**src/rtl/exception_controller_pkg.sv**
```systemverilog
// Shared state encoding, exception codes and timing constants for the exception controller.
// Pure declarations: no logic, no latency, no flow control.
package ExcPkg;
   typedef enum logic [1:0] {
      IDLE = 2'd0,
      ACK  = 2'd1,
      MASK = 2'd2
   } exc_state_t;

   localparam int CODE_W = 4;
   localparam logic [CODE_W-1:0] CODE_ILLEGAL = 4'd1;
   localparam logic [CODE_W-1:0] CODE_IRQ0    = 4'd2;

   localparam int MASK_TIMEOUT = 8;
   localparam int CNT_W        = 4;
endpackage

```
**src/rtl/exception_controller_sync.sv**
```systemverilog
// Parameterized 2-flop synchronizer bus with async active-low clear.
// Latency 2 Clock edges; no flow control, each bit is synchronized independently.
module SyncBus #(
   parameter int W = 4
) (
   input  logic         Clock,
   input  logic         Reset_n,
   input  logic [W-1:0] d,
   output logic [W-1:0] q
);
   logic [W-1:0] meta;

   always_ff @(posedge Clock or negedge Reset_n) begin
      if (!Reset_n) begin
         meta <= '0;
         q    <= '0;
      end else begin
         meta <= d;
         q    <= meta;
      end
   end
endmodule

```
**src/rtl/exception_controller.sv**
```systemverilog
// Arbitrates illegal-op, IRQ and branch sources into Flush/ExcAck/ExcTake and the exception vector.
// IRQ: ACK 3 edges after request; IllegalOp: next edge. Stall holds ACK with outputs frozen.
module exception_controller
   import ExcPkg::*;
#(
   parameter int          NUM_IRQ  = 4,
   parameter logic [31:0] VEC_BASE = 32'h8000_0000
) (
   input  logic               Clock,
   input  logic               Reset_n,
   input  logic [NUM_IRQ-1:0] IrqReq,
   output logic [NUM_IRQ-1:0] IrqAck,
   input  logic               IllegalOp,
   input  logic               SupervisorMode,
   input  logic               Stall,
   input  logic               BranchTaken,
   output logic               Flush,
   output logic               ExcAck,
   output logic               ExcTake,
   output logic [31:0]        ExcVector
);
   exc_state_t         state, state_nxt;
   logic [CODE_W-1:0]  code_reg, code_nxt, win_code;
   logic [CNT_W-1:0]   mask_cnt, cnt_nxt;
   logic [NUM_IRQ-1:0] irq_sync, irq_qual, ack_nxt;
   logic               any_src;

   SyncBus #(.W(NUM_IRQ)) u_sync (
      .Clock   (Clock),
      .Reset_n (Reset_n),
      .d       (IrqReq),
      .q       (irq_sync)
   );

   assign irq_qual = SupervisorMode ? '0 : irq_sync;

   // Scan downward so the lowest-numbered qualifying IRQ is the last write and wins.
   always_comb begin
      any_src  = 1'b0;
      win_code = '0;
      if (IllegalOp) begin
         any_src  = 1'b1;
         win_code = CODE_ILLEGAL;
      end else begin
         for (int i = NUM_IRQ - 1; i >= 0; i--) begin
            if (irq_qual[i]) begin
               any_src  = 1'b1;
               win_code = CODE_IRQ0 + CODE_W'(i);
            end
         end
      end
   end

   always_ff @(posedge Clock or negedge Reset_n) begin
      if (!Reset_n) begin
         state    <= IDLE;
         code_reg <= '0;
         mask_cnt <= '0;
         IrqAck   <= '0;
      end else begin
         state    <= state_nxt;
         code_reg <= code_nxt;
         mask_cnt <= cnt_nxt;
         IrqAck   <= ack_nxt;
      end
   end

   always_comb begin
      state_nxt = state;
      code_nxt  = code_reg;
      cnt_nxt   = mask_cnt;
      ack_nxt   = '0;
      case (state)
         IDLE: begin
            if (any_src) begin
               state_nxt = ACK;
               code_nxt  = win_code;
            end
         end
         ACK: begin
            if (!Stall) begin
               state_nxt = MASK;
               cnt_nxt   = '0;
               // Registered so the acknowledge pulse is glitch-free; it follows the consuming edge.
               if (code_reg >= CODE_IRQ0)
                  ack_nxt = NUM_IRQ'(1) << (code_reg - CODE_IRQ0);
            end
         end
         MASK: begin
            cnt_nxt = mask_cnt + 1'b1;
            if (SupervisorMode || mask_cnt == CNT_W'(MASK_TIMEOUT - 1))
               state_nxt = IDLE;
         end
         default: state_nxt = IDLE;
      endcase
   end

   assign ExcAck    = (state == ACK);
   assign ExcTake   = (state == ACK);
   assign Flush     = BranchTaken | (state == ACK);
   assign ExcVector = VEC_BASE + 32'({code_reg, 2'b00});
endmodule

```
**config.mk**
```make
export PLATFORM = sky130hd
export DESIGN_NAME = exception_controller
export DESIGN_NICKNAME = d
export VERILOG_FILES = /design/src/rtl/exception_controller_pkg.sv /design/src/rtl/exception_controller_sync.sv /design/src/rtl/exception_controller.sv
export SDC_FILE = /design/constraint.sdc
export NUM_CORES = 1
export LEC_CHECK = 0
export CORE_MARGIN = 10
export CORE_UTILIZATION = 37
export CTS_CLUSTER_DIAMETER = 40
export DETAILED_ROUTE_END_ITERATION = 8
export GPL_ROUTABILITY_DRIVEN = 0
export GPL_TIMING_DRIVEN = 0
export PLACE_DENSITY = 0.87
export SLEW_MARGIN = 40
export SYNTH_ARGS = -nofsm -noshare
export SYNTH_HDL_FRONTEND = slang
export SYNTH_SLANG_ARGS = --single-unit
```
**constraint.sdc**
```tcl
create_clock -name Clock -period 1.05 [get_ports Clock]
set_input_delay 0.105 -clock Clock [delete_from_list [all_inputs] [get_ports Clock]]
set_output_delay 0.105 -clock Clock [all_outputs]
set_load 0.02 [all_outputs]
```
==> flow_metrics.env <==
export IMPL_slowest_stage="dfrtp_1"
export IMPL_multi_input_area_um2=582
export IMPL_n_antenna_cell=0
export IMPL_grt_ovfl_total=0
export IMPL_post_place_ws_ps=-425
export IMPL_num_fill_cells=232
export IMPL_vdd_ir_drop_max_mv=0.833
export IMPL_final_common_cell="buf_4"
export IMPL_synth_seq_cells=21
export IMPL_period_share_pct=127
export IMPL_drv_slew=0
export IMPL_route_detailed_drc=0
export IMPL_critical_path_buf_inv_count=1
export IMPL_async_reset_ff_share_pct=100
export IMPL_wl_per_cell_um=12.9
export IMPL_critPathCaptureType="primary output"
export IMPL_outcome="complete, but fails checks"
export IMPL_reg2reg_from="state[0]"
export IMPL_h_tree_depth=1
export IMPL_tritoncts="built"
export IMPL_hold_class="in -> reg"
export IMPL_clkSlewWorstSetupHoldPaths_ps=120
export IMPL_cap_viol_max_count=0
export IMPL_syn_to_final_growth_pct=54.5
export IMPL_crit_family="flip-flops"
export IMPL_clock_sinks=21
export IMPL_grt_max_degree=22
export IMPL_die_height_um=75.3
export IMPL_cpPeakStageDelay_ps=420
export IMPL_clk_latency_ps=320
export IMPL_grtUsageTotal_pct=8.91
export IMPL_p_leak_nw=0.885
export IMPL_yosys_warnings=0
export IMPL_timing_fmax_mhz=749
export IMPL_syn_inst=114
export IMPL_cp_startpoint="state[0]"
export IMPL_ant_nets=0
export IMPL_crit_type="reg -> out"
export IMPL_drtIter0Drc=23
export IMPL_die_w_um=75.3
export IMPL_rsz0062_at_grt="true"
export IMPL_crit_arrival_ps=1230
export IMPL_skew_ps=7.18
export IMPL_setup_ws_ps=-286
export IMPL_io_buffers=18
export IMPL_worstSetupStartpointType="register"
export IMPL_drive_gt1_share_pct=51.4
export IMPL_initial_utilization_pct=39.9
export IMPL_antenna_found_initial=0
export IMPL_cts_buffers=3
export IMPL_synth_edff_count=0
export IMPL_finalNetCount=192
export IMPL_final_cell_mix="buf_4 (43), conb_1 (29), dfrtp_1 (15)"
export IMPL_critPathRequiredTime_ps=940
export IMPL_fin_setup_tns_ps=-1890
export IMPL_core_area_mm2=0.00283
export IMPL_grt_pass1_wl_um=3880
export IMPL_dp_hpwl_um=1810
export IMPL_synth_area_mm2=0.00113
export IMPL_drt_total_wl_um=2710
export IMPL_vias=953
export IMPL_fin_crit_ps=1340
export IMPL_num_rows=19
export IMPL_pwr_density_cell_mw_per_mm2=2170
export IMPL_holdCritStartpoint="IllegalOp"
export IMPL_grt_pass1_vias=890
export IMPL_cp_cell_sequence="nor2b_4 > or2_1 > buf_6"
export IMPL_cts_root_buffer="clkbuf_4"
export IMPL_synth_area_per_cell_um2=9.91
export IMPL_cp_max_fo=4
export IMPL_synth_flop_cell="dfrtp_1"
export IMPL_regArea_um2=533
export IMPL_ys_seq_area_share_pct=46.5
export IMPL_fp_dieArea_mm2=0.00566
export IMPL_hold_viol_final=0
export IMPL_clockBufferDepth=2
export IMPL_first_pass_iters=4
export IMPL_vias_per_cell=4.54
export IMPL_violations="negative setup slack"
export IMPL_ys_types=32
export IMPL_setup_viol=18
export IMPL_num_io_pins=49
==> where the power goes <==
part           switching [mW]  leakage, nW  internal (mW)
Sequential              0.196        0.256          0.978
Combinational            1.04        0.611           1.17
Clock                   0.254       0.0177          0.143
Total                    1.49        0.885           2.29
==> layout make-up <==
class	instances	area share [%]
timing repair buffer	34	16.4
clock inverter	1	0.287
buffer	33	14.7
tap	31	2.22
clock buffer	3	1.29
multi-input combinational	82	33.3
inverter	5	1.22
sequential	21	30.5
==> worst paths after layout <==
check	cells after the start	slack [ps]	end
min reg2reg	0	360	u_sync.q[0]
max	3	-290	Flush
max in group asynchronous	2	430	mask_cnt[1]
min in group asynchronous	2	270	IrqAck[3]
max reg2reg	5	-170	IrqAck[3]
min	2	110	code_reg[1]
==> per-layer routing <==
| layer | wire, um | global-route usage (%) | up-vias |
|---|---|---|---|
| li1 | - | - | 466 |
| met1 | 1010 | 8.08 | 447 |
| met2 | 1410 | 16.3 | 35 |
| met3 | 262 | 5.12 | 5 |
| met4 | 29 | 3.09 | 0 |
| met5 | 0 | 0 | - |
==> synthesized netlist by cell type, types with 2 or more instances <==
library cell / instances / share of area [%]
and3_1: 3 / 1.7
dfrtp_1: 21 / 47
a21oi_1: 3 / 1.3
conb_1: 2 / 0.66
a22oi_1: 2 / 1.3
buf_2: 2 / 0.89
nor3_1: 4 / 1.8
nor2_1: 6 / 2.0
o21ai_0: 4 / 1.8
a31oi_1: 2 / 1.1
inv_1: 5 / 1.7
buf_4: 31 / 21
ha_1: 2 / 2.2
o21ai_1: 5 / 2.2
nand2b_1: 2 / 1.1
nor4_1: 2 / 1.1
nand2_1: 3 / 1.0
==> stage by stage <==
stage               cell area [um2]  util [%]  hold slack (ps)  power (mW)  instances
floorplan                      1260         -             -191        2.13        141
global placement               1480      52.3              332        2.56        190
detailed placement             1470      52.1             82.7        2.59        190
CTS                            1600      56.6              108        3.26        203
global route                   1750      61.7              121        4.02        210
finish                         1750      61.7              114        3.78        210
==> cell families (layout without fill, tap and decap cells) <==
group	Yosys count	in the layout	share of synthesized area [%]
other	2	29	0.665
AO/OA/AOI/OAI	24	24	14.2
flip-flops	21	21	46.5
buffers and inverters	38	76	23.1
adder cells (fa/ha/maj)	2	2	2.21
AND/OR/NAND/NOR	27	27	13.3
==> worst register-to-register path, cell delays in order (launching register included) <==
cell and delay (ps):
dfrtp_1 420, nor2b_4 150, buf_4 130, buf_6 120
and3_4 160, and3_4 160
==> what timing repair did <==
item	CTS	global route
buffers inserted	7	8
resized for setup	55	31
gates cloned	1	0
endpoints found under the setup margin	21	22
hold buffers	1	0
pin swaps	6	11
hold endpoints to repair	21	0
Note: power is estimated with default switching activity, not from simulation.
